**config.mk**
```make
export PLATFORM = sky130hd
export DESIGN_NAME = div_share_arbiter
export DESIGN_NICKNAME = d
export VERILOG_FILES = /design/src/rtl/div_arb_pkg.sv /design/src/rtl/rr_pick.sv /design/src/rtl/div_share_arbiter.sv
export SDC_FILE = /design/constraint.sdc
export NUM_CORES = 1
export LEC_CHECK = 0
export ABC_AREA = 1
export CAP_MARGIN = 20
export CORE_MARGIN = 4
export CORE_UTILIZATION = 45
export CTS_BUF_LIST = sky130_fd_sc_hd__clkbuf_4
export DETAILED_ROUTE_END_ITERATION = 8
export GPL_TIMING_DRIVEN = 0
export PLACE_DENSITY = 0.91
export SYNTH_ARGS = -nofsm -noshare
export SYNTH_HDL_FRONTEND = slang
export SYNTH_SLANG_ARGS = --single-unit
export TNS_END_PERCENT = 50
```
**constraint.sdc**
```tcl
create_clock -name clk -period 8.1 [get_ports clk]
set_input_delay 1.62 -clock clk [delete_from_list [all_inputs] [get_ports clk]]
set_output_delay 1.62 -clock clk [all_outputs]
set_load 0.03 [all_outputs]
```
**src/rtl/div_arb_pkg.sv**
```systemverilog
// rtl/div_arb_pkg.sv - state encoding, default sizes and clog2 helper for the divider-sharing arbiter
package div_arb_pkg;

    typedef enum logic [1:0] {
        S_IDLE  = 2'd0,
        S_START = 2'd1,
        S_WAIT  = 2'd2,
        S_DONE  = 2'd3
    } arb_state_e;

    localparam int DEF_N_REQ = 4;
    localparam int DEF_W     = 20;

    function automatic int clog2(input int value);
        int result;
        result = 0;
        while ((1 << result) < value) begin
            result = result + 1;
        end
        return result;
    endfunction

endpackage

```
**src/rtl/rr_pick.sv**
```systemverilog
// rtl/rr_pick.sv - combinational round-robin selector: first asserted request after the pointer, with wrap
module rr_pick #(
    parameter int N  = 4,
    parameter int IW = 2
) (
    input  logic [N-1:0]  req_i,
    input  logic [IW-1:0] ptr_i,
    output logic [N-1:0]  gnt_o,
    output logic [IW-1:0] idx_o,
    output logic          valid_o
);

    localparam logic [IW:0] N_L = (IW+1)'(N);

    logic [IW:0] pos;

    // Scan ptr+1 .. ptr+N so the last winner has the lowest priority next time.
    always_comb begin
        gnt_o   = '0;
        idx_o   = '0;
        valid_o = 1'b0;
        pos     = '0;
        for (int k = 1; k <= N; k++) begin
            pos = {1'b0, ptr_i} + (IW+1)'(k);
            if (pos >= N_L) begin
                pos = pos - N_L;
            end
            if (!valid_o && req_i[pos[IW-1:0]]) begin
                valid_o             = 1'b1;
                idx_o               = pos[IW-1:0];
                gnt_o[pos[IW-1:0]]  = 1'b1;
            end
        end
    end

endmodule

```
**src/rtl/div_share_arbiter.sv**
```systemverilog
// rtl/div_share_arbiter.sv - shares one iterative divider among N_REQ requesters, round-robin
// Optional zero-divisor bypass (div_zero output) when DIV_ARB_ZERO_BYPASS_EN is defined.
module div_share_arbiter
    import div_arb_pkg::*;
#(
    parameter int N_REQ = DEF_N_REQ,
    parameter int W     = DEF_W,
    parameter int IW    = clog2(N_REQ)
) (
    input  logic               clk,
    input  logic               reset,
    input  logic [N_REQ-1:0]   req,
    input  logic [N_REQ*W-1:0] dvnd_flat,
    input  logic [N_REQ*W-1:0] dvsr_flat,
    output logic [N_REQ-1:0]   gnt,
    output logic [N_REQ-1:0]   done,
    output logic [W-1:0]       quo_out,
    output logic [W-1:0]       rmd_out,
    output logic               busy,
`ifdef DIV_ARB_ZERO_BYPASS_EN
    output logic               div_zero,
`endif
    output logic               div_start,
    output logic [W-1:0]       div_dvnd,
    output logic [W-1:0]       div_dvsr,
    input  logic               div_ready,
    input  logic               div_done_tick,
    input  logic [W-1:0]       div_quo,
    input  logic [W-1:0]       div_rmd
);

    arb_state_e       state_q;
    logic [IW-1:0]    ptr_q;
    logic [IW-1:0]    owner_q;
    logic [N_REQ-1:0] gnt_q;
    logic [N_REQ-1:0] done_q;
    logic             start_q;
    logic [W-1:0]     quo_q;
    logic [W-1:0]     rmd_q;
    logic [W-1:0]     dvnd_q;
    logic [W-1:0]     dvsr_q;
`ifdef DIV_ARB_ZERO_BYPASS_EN
    logic             bypass_q;
    logic             zero_q;
`endif

    logic [N_REQ-1:0] pick_gnt;
    logic [IW-1:0]    pick_idx;
    logic             pick_valid;
    logic [W-1:0]     win_dvnd;
    logic [W-1:0]     win_dvsr;
    logic [N_REQ-1:0] owner_onehot;

    rr_pick #(
        .N  (N_REQ),
        .IW (IW)
    ) u_pick (
        .req_i   (req),
        .ptr_i   (ptr_q),
        .gnt_o   (pick_gnt),
        .idx_o   (pick_idx),
        .valid_o (pick_valid)
    );

    assign win_dvnd     = dvnd_flat[int'(pick_idx) * W +: W];
    assign win_dvsr     = dvsr_flat[int'(pick_idx) * W +: W];
    assign owner_onehot = {{(N_REQ-1){1'b0}}, 1'b1} << owner_q;

    always_ff @(posedge clk or posedge reset) begin
        if (reset) begin
            state_q  <= S_IDLE;
            ptr_q    <= IW'(N_REQ - 1);
            owner_q  <= '0;
            gnt_q    <= '0;
            done_q   <= '0;
            start_q  <= 1'b0;
            quo_q    <= '0;
            rmd_q    <= '0;
            dvnd_q   <= '0;
            dvsr_q   <= '0;
`ifdef DIV_ARB_ZERO_BYPASS_EN
            bypass_q <= 1'b0;
            zero_q   <= 1'b0;
`endif
        end else begin
            gnt_q   <= '0;
            done_q  <= '0;
            start_q <= 1'b0;
`ifdef DIV_ARB_ZERO_BYPASS_EN
            zero_q  <= 1'b0;
`endif
            case (state_q)
                S_IDLE: begin
                    if (pick_valid && div_ready) begin
                        gnt_q   <= pick_gnt;
                        owner_q <= pick_idx;
                        ptr_q   <= pick_idx;
                        dvnd_q  <= win_dvnd;
                        dvsr_q  <= win_dvsr;
`ifdef DIV_ARB_ZERO_BYPASS_EN
                        if (win_dvsr == '0) begin
                            bypass_q <= 1'b1;
                            state_q  <= S_DONE;
                        end else begin
                            state_q  <= S_START;
                        end
`else
                        state_q <= S_START;
`endif
                    end
                end
                S_START: begin
                    start_q <= 1'b1;
                    state_q <= S_WAIT;
                end
                S_WAIT: begin
                    if (div_done_tick) begin
                        quo_q   <= div_quo;
                        rmd_q   <= div_rmd;
                        done_q  <= owner_onehot;
                        state_q <= S_DONE;
                    end
                end
                S_DONE: begin
`ifdef DIV_ARB_ZERO_BYPASS_EN
                    // Bypassed ops spend an extra DONE cycle so done lands one cycle after gnt.
                    if (bypass_q) begin
                        bypass_q <= 1'b0;
                        quo_q    <= '1;
                        rmd_q    <= dvnd_q;
                        done_q   <= owner_onehot;
                        zero_q   <= 1'b1;
                    end else begin
                        state_q  <= S_IDLE;
                    end
`else
                    state_q <= S_IDLE;
`endif
                end
                default: state_q <= S_IDLE;
            endcase
        end
    end

    assign gnt       = gnt_q;
    assign done      = done_q;
    assign quo_out   = quo_q;
    assign rmd_out   = rmd_q;
    assign busy      = (state_q != S_IDLE);
    assign div_start = start_q;
    assign div_dvnd  = dvnd_q;
    assign div_dvsr  = dvsr_q;
`ifdef DIV_ARB_ZERO_BYPASS_EN
    assign div_zero  = zero_q;
`endif

endmodule

```
After elaboration in Yosys (flattened, before gate mapping). Index checks and enable logic that the tools add are counted.

Flip-flop bits (word level): 95. Bits of input ports: 208. Logic and storage cells: 98. Output and inout bits: 90.

Reduce and logical (&&, ||, !) cells: 16. $add $sub $neg: 8. Equal/unequal tests: 5. Shift-type cells: 3. $lt $le $gt $ge: 12. Multiply operators: 1. Mux-type cells: 40. Bitwise logic cells: 3.

Operators by type and width (number): $shiftx A80 B32 Y20 (1); $shiftx A80 B8 Y20 (1); $mux W4 (8); $mux W2 (10); $mux W1 (13); $ge A3 B3 Y1 const B (4); $lt A2 B3 Y1 const B (4); $or A4 B4 Y4 (3); $bmux W1 S2 (4); $demux W1 S2 (4); $ge A2 B1 Y1 const B (4); $logic_and A1 B1 Y1 (8); $pmux W2 S4 (1); $sub A2 B1 Y2 const B (4); $add A2 B2 Y3 const B (2); $reduce_and A2 Y1 (3); $mul A2 B3 Y5 const B (1); $eq A2 B2 Y1 const B (2); $ne A2 B2 Y1 const B (2); $shl A1 B2 Y4 const A (1); $add A2 B1 Y3 const B (1); $add A2 B3 Y3 const B (1); $logic_not A1 Y1 (3); $eq A2 B1 Y1 const B (1); 2 further kinds (2).

Logic depth before layout (Yosys ltp).
Depth after elaboration: 18. Mapped depth: 17.

By module. Synthesis repeated with hierarchy kept, for this count alone.

Cells, all modules: 856. Area total of the unflattened synthesis: 6122.1 um^2.

By module, submodules not included: div_share_arbiter (instances 1, seq. area each 2379.8 um^2, area each 5664.2 um^2, cells each 782); rr_pick (instances 1, seq. area each 0.0 um^2, area each 457.9 um^2, cells each 74).

Least setup slack after synthesis. No wires, ideal clock.

Kind: input-to-reg. From: input req[2]. To: register dvnd_q[19], in the netlist div_dvnd[19]. Arrival time: 2.789 ns. Buffers on the path: 1. Stages: 13. Setup time: 0.130 ns. Path slack: 5.180 ns. Path through: inv_1 nand2_1 nand3_2 nand2_2 inv_4 o21ai_1 nand2_1 nand2_4 nand2_4 buf_2 or2_1 nand3_1 nand3_1.

Longest elaborated chain between the ends: 14.

RTL lines: from (decl) (RTL line div_share_arbiter.sv:12) `input logic [N_REQ-1:0] req,`; $bmux W1 S2 (RTL line rr_pick.sv:28) `if (!valid_o && req_i[pos[IW-1:0]]) begin`; $mux W1 (not written as such) (RTL line rr_pick.sv:28); $mux W1 (RTL line rr_pick.sv:28); $logic_not A1 Y1 (RTL line rr_pick.sv:28); $logic_and A1 B1 Y1 (RTL line rr_pick.sv:28); $mux W1 (RTL line rr_pick.sv:28); $logic_not A1 Y1 (RTL line rr_pick.sv:28); $logic_and A1 B1 Y1 (RTL line rr_pick.sv:28); $mux W1 (RTL line rr_pick.sv:28); $logic_not A1 Y1 (RTL line rr_pick.sv:28); $logic_and A1 B1 Y1 (RTL line rr_pick.sv:28); $mux W2 or $mux W1 (tied branches) (RTL line rr_pick.sv:28); $mul A2 B3 Y5 or $logic_and A1 B1 Y1 (tied branches) (RTL line div_share_arbiter.sv:65, div_share_arbiter.sv:94); $shiftx A80 B32 Y20 or $reduce_and A2 Y1 (tied branches); to (signal assigned) (RTL line div_share_arbiter.sv:98) `dvnd_q <= win_dvnd;`; to (decl) (RTL line div_share_arbiter.sv:40) `logic [W-1:0] dvnd_q;`.

Parallel ways exist; a longest one is shown, timed or not. The select of a mux whose other input is x is not followed. A chain may end at the register's enable or synchronous reset.

Worst setup path after layout.
From: register state_q[1]. To: output busy.

Longest elaborated chain between the ends: 1.

RTL lines: from (decl) (RTL line div_share_arbiter.sv:32) `arb_state_e state_q;`; from (signal assigned) (RTL line div_share_arbiter.sv:71) `state_q <= S_IDLE;`; from (signal assigned) (RTL line div_share_arbiter.sv:108) `state_q <= S_START;`; from (signal assigned) (RTL line div_share_arbiter.sv:114) `state_q <= S_WAIT;`; $reduce_bool A2 Y1 (RTL line div_share_arbiter.sv:149) `assign busy = (state_q != S_IDLE);`; to (decl) (RTL line div_share_arbiter.sv:19) `output logic busy,`.

Every way passes these cells.

==> Flow_metrics.wiki <==
{| class="wikitable"
! Metric !! Value
|-
| Final estimated routing congestion in global placement || 0.920
|-
| Kind of start point of the critical path || flop
|-
| Clock-pin transition on the worst setup and hold timing paths || 0.16 ns
|-
| HP Start || owner_q[0]
|-
| Int Pwr || 1960 µW
|-
| Total net switching power || 2220 µW
|-
| Worst-skew pair later-pin latency || 0.45 ns
|-
| Number of buffers created by CTS || 9
|-
| Crit path capture type || primary output
|-
| Worst clock skew || 0.0213 ns
|-
| Post-Layout Cell Count || 1,255
|-
| WS Path Type || flop to primary output
|-
| First-pass GRT wire length || 31.2 mm
|-
| Max Cap Viol || 0
|-
| Length of the first detailed-routing pass in iterations || 5
|-
| Cell row count || 41
|-
| Vert. Die Dim || 122 µm
|-
| Most frequent cells in the layout || clkdlybuf4s50_1, nand2_1, inv_1, nand3_1, dfrtp_1
|-
| Final setup violating endpoints || 0
|-
| Outcome || complete, no violations
|-
| Quantity of hold-fixing buffers added after cts || 0
|-
| TritonCTS Sinks || 95
|-
| Main area contributors after synthesis || dfrtp_1, nand2_1, nand3_1, inv_1, mux2_2
|-
| R2R cell count || 13
|-
| Cell type with the largest total area after synthesis || dfrtp_1
|-
| Post-synthesis cell area || 0.00587 mm²
|-
| Number of violations reported at the end of detailed-routing iteration 0 || 275
|-
| Initial antenna violation count || 0
|-
| Synth Register Bits || 95
|-
| Fin Hold WS || 0.477 ns
|-
| Antenna cells || 0
|-
| Root buffer selected by CTS || clkbuf_4
|-
| Post-synthesis sequential area ratio || 0.405
|-
| Leakage || 0.00463 µW
|-
| Number of nets with antenna violations after detailed routing || 0
|-
| Worst reg2reg path endpoint || div_dvsr[10]
|-
| HP Class || flop to flop
|-
| Maximum number of pins on one net before global-route repair || 66
|-
| Fin. Hold Viols || 0
|-
| Switching share of total power || 0.531
|-
| Post_cts resized || 0
|-
| Effective utilization at floorplan || 0.462
|-
| Fill cell instance count of the final layout || 977
|-
| Via count normalized by instance count || 4.91
|-
| NumNets Final || 1,298
|-
| Ratio of total power to cell area || 454 mW/mm²
|-
| Total routed wirelength || 20.7 mm
|-
| Worst-case hold path end point || done[2]
|-
| Count of unique library cells instantiated by Yosys || 37
|-
| Area of the core region || 0.0127 mm²
|-
| Maximum vdd drop || 251 µV
|-
| Synthesized netlist net count || 989
|-
| Final worst-path cycle share || 0.439
|-
| Maximum root-to-sink buffer count || 2
|-
| Syn_area_per_cell || 7.63 µm²
|-
| Vias in the first global route || 6,261
|-
| Flop pwr share || 0.197
|-
| Horiz. Die Dim || 122 µm
|-
| Register-to-register setup slack || 5.20 ns
|-
| Worst endpoint data arrival time || 1.94 ns
|-
| Number of placed instances, taps included || 1,240
|-
| Minimum clock period || 3.56 ns
|-
| Count of pins over their slew limit || 0
|-
| RR Startpoint || ptr_q[1]
|-
| H-tree depth reported by CTS || 3
|-
| Combinational Power Share || 0.748
|-
| Placed wire-length estimate || 16.8 mm
|-
| Layout Cell Area excl Fill || 0.00920 mm²
|-
| Instance count along the most critical hold path || 1
|-
| Crit Path Max Fanout || 3
|-
| Setup TNS || 0 ns
|-
| Total global routing track utilization || 0.269
|-
| Remaining global-route overflow || 0
|-
| Signed area change from the synthesized netlist to the final layout || 56.7%
|-
| Number of I/O port buffers || 297
|-
| Relative contribution of the clock network to total power || 0.055
|-
| DRC || 0
|-
| Placed inst area || 0.00909 mm²
|-
| Critical Path RT || 6.48 ns
|-
| Post-CTS setup buffer count || 0
|-
| Fraction of synthesized cell area taken by the top area cell type || 0.396
|-
| Setup repair after global routing missed its margin || false
|-
| Total Die Area || 0.0149 mm²
|-
| Relative slew margins || 0.609
|-
| Proportion of layout cells with a drive suffix above 1 || 0.0988
|-
| Maximum clock frequency || 0.281 GHz
|-
| Routed wire per std cell || 16.5 µm
|-
| Vias || 6,160
|-
| Synth Warn # || 0
|-
| Post-synthesis cell count || 770
|-
| Most common library cell in the layout ignoring fill and taps || clkdlybuf4s50_1
|-
| Transition time at the pin with the least slew margin || 0.586 ns
|-
| CTS tree || done
|-
| Io pins || 298
|}
==> per-layer routing <==
layer	GRT usage	part of all wire
met1	0.294	0.37
met2	0.486	0.50
met3	0.0797	0.096
met4	0.113	0.034
met5	0	0
==> through the flow <==
stage,worst slack (ns),total power (µW),util
2_1_floorplan,4.01,2860,-
3_3_place_gp,2.44,3870,0.712
3_5_place_dp,4.25,3950,0.714
4_1_cts,4.49,4190,0.723
5_1_grt,4.44,4490,0.723
6_report,4.54,4180,0.723
==> power groups by stage <==
stage / Combinational, µW / Clock [µW] / Sequential [µW]
floorplan: 1640 / 0 / 1220
global placement: 3060 / 0 / 813
detailed placement: 3120 / 0 / 829
CTS: 3130 / 238 / 820
global route: 3390 / 259 / 848
finish: 3120 / 232 / 822
==> area by class of cell <==
type | count | area [µm²] | share of cell area
multi-input cells | 484 | 2670 | 0.290
clock inverters | 5 | 33.8 | 0.00367
plain buffers | 39 | 249 | 0.0271
inverters | 152 | 581 | 0.0631
well taps | 172 | 215 | 0.0234
clock buffers | 10 | 75.1 | 0.00816
repair buffers | 298 | 3000 | 0.326
flip-flops and latches | 95 | 2380 | 0.259
==> sequential cells by signal, indices dropped and copies added (netlist names) <==
signal     count
state_q        2
owner_q        2
rmd_out       20
ptr_q          2
div_dvnd      20
gnt            4
div_dvsr      20
div_start      1
done           4
quo_out       20
==> worst max-delay path by stage <==
| stage | startpoint | end | slack [ns] | depth (start not counted) |
|---|---|---|---|---|
| 2_1_floorplan | reset | div_dvnd[0] | 4.01 | 1 |
| 3_3_place_gp | reset | div_dvnd[2] | 2.44 | 2 |
| 3_5_place_dp | req[2] | div_dvsr[7] | 4.25 | 14 |
| 4_1_cts | state_q[1] | busy | 4.49 | 4 |
| 5_1_grt | state_q[1] | busy | 4.44 | 4 |
| 6_report | state_q[1] | busy | 4.54 | 4 |
==> synthesized netlist by cell type, drive strengths merged <==
cell type	instances
a21boi	1
a21oi	8
a22oi	1
buf	28
clkbuf	11
dfrtp	93
dfstp	2
ha	11
inv	152
mux2	40
nand2	225
nand3	135
nand4	2
nor2	5
nor3	4
o211ai	18
o21ai	11
o22ai	4
or2	19
==> critical path, stage by stage, from the launching register on <==
cell             delay (ns)
dfrtp_1                0.39
inv_1                  0.08
ha_1                   0.23
inv_1                  0.08
clkdlybuf4s50_1        0.69
==> cells by family after synthesis <==
| kind of cell | share of synthesized area |
|---|---|
| flip-flops | 0.405 |
| buffers and inverters | 0.141 |
| AO/OA/AOI/OAI | 0.0492 |
| adder cells (fa/ha/maj) | 0.0234 |
| AND/OR/NAND/NOR | 0.304 |
| multiplexers | 0.0767 |
Note: power is estimated with default switching activity, not from simulation.
